**src/rtl/note_sprite_overlay.sv**
```systemverilog
// Note sprite overlay: draws a row of note sprites from a shared ROM
// over the background, with per-note after-glow, colour key and dim mode.
module note_sprite_overlay #(
  parameter int          NOTE_CNT    = 7,
  parameter int          SPR_W       = 32,
  parameter int          SPR_H       = 32,
  parameter int          X0          = 112,
  parameter int          X_PITCH     = 64,
  parameter int          Y0          = 224,
  parameter int          HOLD_FRAMES = 15,
  parameter int          ROM_LAT     = 1,
  parameter logic [23:0] KEY_COLOR   = 24'hFF00FF,
  parameter int          AW          = $clog2(NOTE_CNT*SPR_W*SPR_H)
) (
  input  logic                vga_clk,
  input  logic                rst,
  input  logic [9:0]          pos_x,
  input  logic [9:0]          pos_y,
  input  logic [23:0]         bg_data,
  input  logic                frame_start,
  input  logic [NOTE_CNT-1:0] note,
  input  logic                show_all,
  output logic [AW-1:0]       rom_addr,
  input  logic [23:0]         rom_data,
  output logic [23:0]         pos_data
);

  localparam int ROW_W  = NOTE_CNT * X_PITCH;
  localparam int SPR_SZ = SPR_W * SPR_H;

  logic [7:0]          hc [NOTE_CNT];
  logic [NOTE_CNT-1:0] lit;

  always_ff @(posedge vga_clk) begin
    for (int i = 0; i < NOTE_CNT; i++) begin
      if (rst)
        hc[i] <= 8'd0;
      else if (note[i])
        hc[i] <= 8'(HOLD_FRAMES);
      else if (frame_start && hc[i] != 8'd0)
        hc[i] <= hc[i] - 8'd1;
    end
  end

  always_comb begin
    lit = '0;
    for (int i = 0; i < NOTE_CNT; i++)
      lit[i] = note[i] | (hc[i] != 8'd0);
  end

  // Left/above the row wraps to a large offset and simply misses.
  logic [9:0]    dx, dy, idx, off;
  logic [31:0]   dx32, dy32, idx32, off32;
  logic          hit, lit_sel, draw, dim;
  logic [AW-1:0] addr_nx;

  assign dx    = pos_x - 10'(X0);
  assign dy    = pos_y - 10'(Y0);
  assign idx   = dx / 10'(X_PITCH);
  assign off   = dx % 10'(X_PITCH);
  assign dx32  = 32'(dx);
  assign dy32  = 32'(dy);
  assign idx32 = 32'(idx);
  assign off32 = 32'(off);

  always_comb begin
    hit = (dy32 < 32'(SPR_H))
       && (dx32 < 32'(ROW_W))
       && (off32 < 32'(SPR_W));
    lit_sel = 1'b0;
    for (int i = 0; i < NOTE_CNT; i++)
      if (idx32 == 32'(i)) lit_sel = lit[i];
    draw = hit & (lit_sel | show_all);
    dim  = hit & ~lit_sel;
    addr_nx = AW'(idx32 * 32'(SPR_SZ)
                + dy32 * 32'(SPR_W)
                + off32);
  end

  // Slot 0 lines up with rom_addr, slot ROM_LAT with rom_data.
  logic        draw_d [ROM_LAT+1];
  logic        dim_d  [ROM_LAT+1];
  logic [23:0] bg_d   [ROM_LAT+1];

  always_ff @(posedge vga_clk) begin
    if (rst) begin
      rom_addr <= '0;
      for (int i = 0; i <= ROM_LAT; i++) begin
        draw_d[i] <= 1'b0;
        dim_d[i]  <= 1'b0;
        bg_d[i]   <= 24'h0;
      end
    end else begin
      rom_addr  <= draw ? addr_nx : '0;
      draw_d[0] <= draw;
      dim_d[0]  <= dim;
      bg_d[0]   <= bg_data;
      for (int i = 1; i <= ROM_LAT; i++) begin
        draw_d[i] <= draw_d[i-1];
        dim_d[i]  <= dim_d[i-1];
        bg_d[i]   <= bg_d[i-1];
      end
    end
  end

  logic [23:0] half;
  assign half = {1'b0, rom_data[23:17],
                 1'b0, rom_data[15:9],
                 1'b0, rom_data[7:1]};

  always_ff @(posedge vga_clk) begin
    if (rst)
      pos_data <= 24'h0;
    else if (!draw_d[ROM_LAT] || rom_data == KEY_COLOR)
      pos_data <= bg_d[ROM_LAT];
    else if (dim_d[ROM_LAT])
      pos_data <= half;
    else
      pos_data <= rom_data;
  end

endmodule
```
**config.mk**
```make
export PLATFORM = sky130hd
export DESIGN_NAME = note_sprite_overlay
export DESIGN_NICKNAME = d
export VERILOG_FILES = /design/src/rtl/note_sprite_overlay.sv
export SDC_FILE = /design/constraint.sdc
export NUM_CORES = 1
export LEC_CHECK = 0
export BUFFER_PORTS_ARGS = -buffer_cell sky130_fd_sc_hd__buf_2
export CORE_ASPECT_RATIO = 0.8
export CORE_MARGIN = 8
export CORE_UTILIZATION = 50
export DETAILED_ROUTE_END_ITERATION = 7
export PLACE_DENSITY_LB_ADDON = 0.12
export SYNTH_ARGS = -nofsm -noshare
export SYNTH_HDL_FRONTEND = slang
export SYNTH_SLANG_ARGS = --single-unit
```
**constraint.sdc**
```tcl
create_clock -name vga_clk -period 2.2 [get_ports vga_clk]
set_input_delay 0.33 -clock vga_clk [delete_from_list [all_inputs] [get_ports vga_clk]]
set_output_delay 0.33 -clock vga_clk [all_outputs]
set_load 0.01 [all_outputs]
```
==> summary.txt, run 1 <==
status: complete, but fails checks
failing checks: negative setup slack
Post-synth EDFFs: 56
vias per inst: 5.156
Max VDD drop: 0.6076 mV
Reg clk slew, reported paths: 0.06 ns
commonest non-fill, non-tap cell in the layout: buf_2
Worst R2R Path Depth: 5
worst skew pair latency: 0.42 ns
Hold Fails Final Rpt: 0
Root Driver: clkbuf_16
largest net degree at the start of global routing: 93
Net Sw Power: 1.662 mW
Critical Setup Path Class: reg -> reg
gr usage total: 17.95%
Final WS setup: -0.008749 ns
Residual DRC: 0
Peak Freq: 452.7 MHz
footprint of the multi-input gates: 2979 um2
first-pass GRT wire length: 24440 um
CTS max path bufs: 2
Hold/Removal Path Class: in -> reg
register area share after synthesis: 53.06%
DP Worst Slack: -0.07219 ns
vias in the first global route: 4946
#FFs+latches synth: 145
area of the core: 12820 um2
max_slew headroom: 52.49%
Syn. warnings: 0
CP Launch Type: flip-flop
Placer Congestion: 0.8607
CTS tree: done
Util after Layout: 63.73%
Critical Path AT: 2.37 ns
TritonCTS buffer count: 17
row count: 37
WL/cell: 15.64 um
period utilization: 100.4%
Max Transition Viols Final: 0
Die H: 118.2 um
prevailing post-synth register cell: dfxtp_1
Mapped Area: 6528 um2
worst reg2reg setup slack: -0.009 ns
pwr/cell area: 816.0 nW/um2
setup violators final: 8
worst-margin pin slew: 0.7075 ns
sequential power share: 45.9%
Nets: 852
mean post-synth cell area: 10.65 um2
layout cells sized above 1: 27.55%
RR Endpoint: hc[1][1]
Clock power frac: 41.2%
GRT Residual Overflow: 0
Synth Instances: 613
LEAKAGE: 3.320 nW
diode count: 0
hpwl dp: 10800 um
routed wire length: 14710 um
vias: 4852
reg-to-reg startpoint: hc[1][0]
Worst Skew: 0.007885 ns
Max Cap Viol: 0
total die area: 16990 um2
hold buffers post-CTS: 0
Mapped Nets: 712
Logic pwr share: 12.9%
Async SR Flop Fraction: 0%
Layout area overhead: 25.21%
H-tree depth: 4
Port-buffer cells: 115
sink count of the clock tree: 145
most frequent cells in the layout: buf_2, dfxtp_1, nor2_1, edfxtp_1, nor2b_1
CP Launch Point: hc[1][0]
Die Width: 143.7 um
CP Capture Type: flip-flop
Sw Share: 24.91%
RSZ-0062 raised after global routing: yes
Int Pwr: 5.008 mW
initial core utilization: 50.90%
initial antenna violation count: 0
DR iter-0 viols: 308
io pins: 116
Sequential Area: 3463 um2
Setup crit end: hc[1][1]
antenna-violating nets left: 0
Crit path required time: 2.36 ns
1st-pass router iterations: 4
count of cell types in the netlist: 49
Critical Path Fanout Max: 8
Period minus WS final: 2.209 ns
Fill cells: 1054
-- power by group through the flow --
stage	Combinational, mW	Clock (mW)	Sequential, mW
CTS	0.840	2.81	3.06
floorplan	0.535	0	3.10
detailed placement	0.819	0	3.12
global route	0.960	2.95	3.08
global placement	0.796	0	3.11
finish	0.863	2.74	3.06
-- state kept, by name, indices dropped and copies added (netlist names) --
| signal | cells |
|---|---|
| rom_addr | 13 |
| hc | 56 |
| draw_d | 2 |
| bg_d | 48 |
| pos_data | 24 |
| dim_d | 2 |
-- metrics by stage --
step | TNS [ns] | instances | instance area (um2) | power (mW) | hold slack [ns]
floorplan | 0 | 613 | 6528 | 3.630 | 0.4093
detailed placement | -0.8772 | 906 | 7452 | 3.935 | 0.4241
finish | -0.03089 | 941 | 8173 | 6.669 | 0.1173
global route | -0.7977 | 941 | 8173 | 6.990 | 0.08822
CTS | 0 | 938 | 8061 | 6.711 | 0.1004
global placement | 0 | 906 | 7452 | 3.904 | 0.4203
-- layout make-up --
cell class	count	share of cell area, %
clock buffer	23	6.277
tap	175	2.679
inverter	23	1.056
clock inverter	9	0.8267
multi-input combinational	425	36.45
timing repair buffer	141	10.33
sequential	145	42.38
-- repair_timing --
item                       CTS  global route
cloned                       0             1
pin swaps                    1             3
resized for setup            6            13
setup endpoints to repair   19            27
setup buffers                0             2
-- worst min-delay path by stage --
stage               cells after the start   startpoint           to
finish                                  2  bg_data[13]  bg_d[0][13]
global route                            2  bg_data[12]  bg_d[0][12]
CTS                                     2   bg_data[5]   bg_d[0][5]
detailed placement                      1  bg_d[0][23]  bg_d[0][47]
global placement                        1   bg_d[0][1]  bg_d[0][25]
floorplan                               1     pos_x[4]  rom_addr[4]
-- cell usage after synthesis, drive strengths merged, types with 4 or more instances --
cell type | n | area share (%)
nand3b | 4 | 0.46
edfxtp | 56 | 26
a21oi | 12 | 0.92
nand3 | 15 | 1.2
buf | 6 | 0.67
nor2b | 53 | 5.1
dfxtp | 89 | 27
ha | 20 | 3.8
o21ai | 31 | 2.4
clkbuf | 14 | 0.81
nand2 | 27 | 1.6
nor3 | 23 | 1.8
xor2 | 25 | 3.4
nand2b | 12 | 1.2
inv | 23 | 1.3
nor4 | 9 | 0.96
nor2 | 78 | 4.5
a211o | 5 | 0.67
mux2i | 21 | 3.2
a211oi | 22 | 4.1
xnor2 | 26 | 3.5
or3 | 7 | 0.67
-- critical path, stage by stage, from the launching register on --
cell and delay (ns):
edfxtp_1 0.41, inv_2 0.08, ha_1 0.14, or4b_4 0.49, or4_4 0.44, a211o_4 0.39
-- cell families after synthesis --
group / share of synthesized area (%)
DFF: 53.06
and+or+nand+nor: 19.95
xor gates and xnor gates: 6.843
AOI/OAI and AO/OA: 10.29
muxes: 3.220
buffers and inverters: 2.798
adders and majority gates: 3.834
-- per-layer routing --
layer / vias up / routed length (um) / GRT usage, % / part of all wire (%)
met5: - / 0 / 0 / 0
met4: 0 / 130 / 5.049 / 0.88
met3: 13 / 832 / 5.511 / 5.7
met2: 98 / 6964 / 27.54 / 47
met1: 2307 / 6787 / 24.03 / 46
li1: 2434 / - / - / -
Power figures use the tool's default switching activity.
==> run 2: changes to the inputs <==
==> constraint.sdc (replaced) <==
create_clock -name vga_clk -period 2.2 [get_ports vga_clk]
set_input_delay 0.11 -clock vga_clk [delete_from_list [all_inputs] [get_ports vga_clk]]
set_output_delay 0.11 -clock vga_clk [all_outputs]
set_load 0.01 [all_outputs]
==> run 2 against run 1 <==
Against the previous run:
- sequential share of layout area fell by 1.3 points
- wire length rose by 3.7%
- combinational power rose by 2%
- worst setup slack improved by 0.0096 ns
- highest routed layer unchanged
- the run now ends clean
- fmax rose by 0.44%
- clock power rose by 3%
- critical path depth did not move
- utilization rose by 2.0 points
- die area did not move
- largest cell class unchanged
- power rose by 1.3%
==> summary.txt, run 2 (synthesis results as in run 1) <==
gr usage total: 18.70%
max_slew headroom: 63.29%
LEAKAGE: 3.398 nW
Die Width: 143.7 um
Critical Setup Path Class: reg -> reg
commonest non-fill, non-tap cell in the layout: buf_2
CP cell instances: inv_2, ha_4, or4b_4, or4_4, a211o_4
max incr delay on CP: 0.47 ns
Worst Skew: 0.01032 ns
status: finished clean
CTS tree: done
Max Transition Viols Final: 0
Critical Path Fanout Max: 8
CTS max path bufs: 2
row count: 37
io pins: 116
biggest registers after layout: hc x56, bg_d x48, pos_data x24
Critical Path AT: 2.37 ns
CP Launch Type: flip-flop
Biggest register: hc
most frequent cells in the layout: buf_2, dfxtp_1, nor2_1, edfxtp_1, nor2b_1
initial core utilization: 50.90%
total die area: 16990 um2
pwr/cell area: 801.9 nW/um2
layout cells sized above 1: 26.16%
setup violators final: 0
Power Total: 6.758 mW
hpwl dp: 10620 um
Layout area overhead: 29.10%
largest net degree at the start of global routing: 47
antenna-violating nets left: 0
Hold/Removal Path Class: in -> reg
Crit path required time: 2.37 ns
RSZ-0062 raised after global routing: yes
Reg clk slew, reported paths: 0.06 ns
vias in the first global route: 5031
area of the core: 12820 um2
Crit-path slowest cell: or4b_4
Placer Congestion: 0.8074
setup TNS: 0 ns
Period minus WS final: 2.199 ns
period utilization: 99.96%
vias per inst: 5.158
worst skew pair latency: 0.42 ns
sink count of the clock tree: 145
initial antenna violation count: 0
Root Driver: clkbuf_16
Fill cells: 1011
placed cell area: 7377 um2
fin cells: 970
H-tree depth: 4
Sequential Area: 3463 um2
CP Capture Type: flip-flop
DR iter-0 viols: 280
WL/cell: 15.73 um
Residual DRC: 0
Peak Freq: 454.7 MHz
Largest register FFs: 56
vias: 5003
Max Cap Viol: 0
1st-pass router iterations: 4
Port-buffer cells: 115
routed wire length: 15260 um
first-pass GRT wire length: 25170 um
Hold Fails Final Rpt: 0
Die H: 118.2 um
worst-margin pin slew: 0.5507 ns
placed cell count: 901
footprint of the multi-input gates: 2964 um2
GRT Residual Overflow: 0
TritonCTS buffer count: 17
cell area after layout: 8427 um2
diode count: 0
Max VDD drop: 0.6366 mV
Nets: 881
==> run 2: changes by cell type in the layout (fill, tap and decap cells not counted), sizes merged <==
cell / before / now
clkinv: 5 / 2
dlygate4sd3: 0 / 34
buf: 140 / 136
clkinvlp: 1 / 3
==> run 2: worst paths after layout <==
path           startpoint      endpoint  slack, ns  cells after the start
max              hc[1][0]      hc[1][2]     0.0008                      5
min          rom_data[14]  pos_data[14]       0.08                      3
max reg2reg      hc[1][0]      hc[1][2]     0.0008                      5
min reg2reg    bg_d[0][1]   bg_d[0][25]       0.43                      1
==> run 2: worst max-delay path: cells and delay by family (launching register included) <==
family	cells	cell delay, ns
AO/OA/AOI/OAI	1	0.39
adder cells (fa/ha/maj)	1	0.14
buffers and inverters	1	0.10
flip-flops	1	0.40
AND/OR/NAND/NOR	2	0.92
==> run 2: final cells by class <==
cell class                 count  share of cell area [%]
inverter                      23                   1.024
tap                          175                   2.598
clock inverter                 8                  0.7424
clock buffer                  24                   6.355
timing repair buffer         170                   13.01
multi-input combinational    425                   35.17
sequential                   145                   41.10
==> run 2: per-layer routing <==
metal  GRT usage, %  wire length, um  vias up
li1               -                -     2495
met1          23.98             6797     2369
met2          29.58             7404      119
met3          5.390              832       20
met4          6.557              223        0
met5              0                0        -
==> run 2: through the flow <==
stage	utilization, %	worst slack [ns]	hold slack, ns
6_report	65.71	0.0008233	0.07685
5_1_grt	65.71	-0.03874	0.07889
4_1_cts	64.99	0.008784	0.001522
3_5_place_dp	57.53	-0.04861	0.3217
3_3_place_gp	57.53	0.01378	0.3187
2_1_floorplan	-	0.05051	0.1893
==> run 2: power by group <==
part	switching, mW	leakage [nW]	internal, mW
Clock	1.10	0.285	1.72
Sequential	0.106	1.36	2.96
Combinational	0.465	1.75	0.417
Total	1.67	3.40	5.09
==> run 2: timing repair <==
item                                    in CTS  in global routing
pin swaps                                    1                  2
gates cloned                                 0                  1
hold endpoints to repair                    34                  0
endpoints found under the setup margin      18                 30
hold buffers                                34                  0
gates resized for setup                      4                 17
buffers inserted                             0                  2
==> run 3: changes to the inputs <==
--- a/config.mk
+++ b/config.mk
@@ -9,6 +9,7 @@
 export CORE_ASPECT_RATIO = 0.8
 export CORE_MARGIN = 8
 export CORE_UTILIZATION = 50
+export CTS_BUF_LIST = sky130_fd_sc_hd__clkbuf_8 sky130_fd_sc_hd__clkbuf_16
 export DETAILED_ROUTE_END_ITERATION = 7
 export PLACE_DENSITY_LB_ADDON = 0.12
 export SYNTH_ARGS = -nofsm -noshare
==> run 3 against run 2 <==
Against the previous run:
- sequential power about the same
- clock power about the same
- cell count did not move
- global-route usage unchanged
- critical path depth did not move
- clock skew hardly changed
- worst setup slack about the same
- via count about the same
- non-clock buffer count unchanged
- combinational power about the same
- die area unchanged
- critical endpoint unchanged
- largest cell class unchanged
- largest power group unchanged
==> summary.txt, run 3 (synthesis results as in run 1) <==
TritonCTS buffer count: 17
Sequential Area: 3463 um2
Port-buffer cells: 115
RSZ-0062 raised after global routing: yes
Biggest register: hc
vias in the first global route: 5031
most frequent cells in the layout: buf_2, dfxtp_1, nor2_1, edfxtp_1, nor2b_1
RR Endpoint: hc[1][2]
CP Launch Type: flip-flop
CTS max path bufs: 2
Peak Freq: 454.7 MHz
Fill cells: 1011
CP Launch Point: hc[1][0]
vias per inst: 5.159
first-pass GRT wire length: 25170 um
H-tree depth: 4
Period minus WS final: 2.199 ns
CP Capture Type: flip-flop
Max Cap Viol: 0
Placer Congestion: 0.8074
Die H: 118.2 um
reg-to-reg startpoint: hc[1][0]
diode count: 0
LEAKAGE: 3.406 nW
initial antenna violation count: 0
DP Worst Slack: -0.04861 ns
worst-margin pin slew: 0.5506 ns
Fin Hold WS: 0.07626 ns
worst skew pair latency: 0.42 ns
row count: 37
Layout area overhead: 29.10%
Worst R2R Path Depth: 5
worst reg2reg setup slack: 0.0005 ns
status: finished clean
gr usage total: 18.70%
area of the core: 12820 um2
Final WS setup: 0.0005453 ns
CTS tree: done
hpwl dp: 10620 um
largest net degree at the start of global routing: 47
Reg clk slew, reported paths: 0.06 ns
GRT Residual Overflow: 0
DR iter-0 viols: 280
Max Transition Viols Final: 0
sink count of the clock tree: 145
period utilization: 99.98%
antenna-violating nets left: 0
Crit path required time: 2.37 ns
setup violators final: 0
Critical Path Fanout Max: 8
1st-pass router iterations: 5
WL/cell: 15.75 um
vias: 5004
Hold/Removal Path Class: in -> reg
Hold Fails Final Rpt: 0
initial core utilization: 50.90%
commonest non-fill, non-tap cell in the layout: buf_2
Hold Crit Start: rom_data[14]
max_slew headroom: 63.29%
layout cells sized above 1: 26.16%
Max VDD drop: 0.6385 mV
footprint of the multi-input gates: 2964 um2
total die area: 16990 um2
pwr/cell area: 801.5 nW/um2
Hold Crit Endpoint: pos_data[14]
Residual DRC: 0
Root Driver: clkbuf_16
fin cells: 970
Util after Layout: 65.71%
Die Width: 143.7 um
Critical Path AT: 2.37 ns
placed cell count: 901
Nets: 881
Critical Setup Path Class: reg -> reg
io pins: 116
Largest register FFs: 56
routed wire length: 15270 um
placed cell area: 7377 um2
biggest registers after layout: hc x56, bg_d x48, pos_data x24
cell area after layout: 8427 um2
Worst Skew: 0.01032 ns
worst hold stages: 3
## run 3: cell count changes in the layout (fill, tap and decap cells not counted)
cell      before  now
clkbuf_1       2    0
inv_1         20   22
## run 3: layout make-up
class                   count  area share (%)
clock buffers              22           6.266
clock inverters            10          0.8315
inverters                  23           1.024
multi-input cells         425           35.17
flip-flops and latches    145           41.10
well taps                 175           2.598
repair buffers            170           13.01
## run 3: layer usage
| metal | wire length [um] | GRT usage (%) | share of wire [%] |
|---|---|---|---|
| met5 | 0 | 0 | 0 |
| met1 | 6810 | 23.98 | 45 |
| met4 | 233 | 6.557 | 1.5 |
| met2 | 7404 | 29.58 | 48 |
| met3 | 826 | 5.390 | 5.4 |
## run 3: power breakdown
part,internal [mW],switching (mW)
Combinational,0.417,0.465
Sequential,2.96,0.106
Clock,1.71,1.10
## run 3: metrics by stage
stage | TNS [ns] | power (mW)
after CTS | 0 | 6.776
after floorplan | 0 | 3.630
after detailed placement | -0.3880 | 3.909
after global routing | -0.4775 | 7.062
after global placement | 0 | 3.888
final | 0 | 6.754
## run 3: worst max-delay path by stage
stage	end	slack [ns]	cells after the start
2_1_floorplan	hc[1][0]	0.05	5
3_3_place_gp	hc[1][2]	0.01	5
3_5_place_dp	hc[1][2]	-0.05	5
4_1_cts	hc[1][1]	0.009	5
5_1_grt	hc[1][1]	-0.04	5
6_report	hc[1][2]	0.0005	5
## run 3: critical path, stage by stage (launching register included)
cell	delay (ns)
edfxtp_1	0.40
inv_2	0.10
ha_4	0.14
or4b_4	0.47
or4_4	0.45
a211o_4	0.39
## run 3: what timing repair did
action | 4_1_cts | 5_1_grt
buffers inserted | 0 | 2
setup endpoints to repair | 18 | 30
resized for setup | 4 | 17
pin swaps | 1 | 2
cloned | 0 | 1
hold endpoints to repair | 34 | 0
hold buffers | 34 | 0
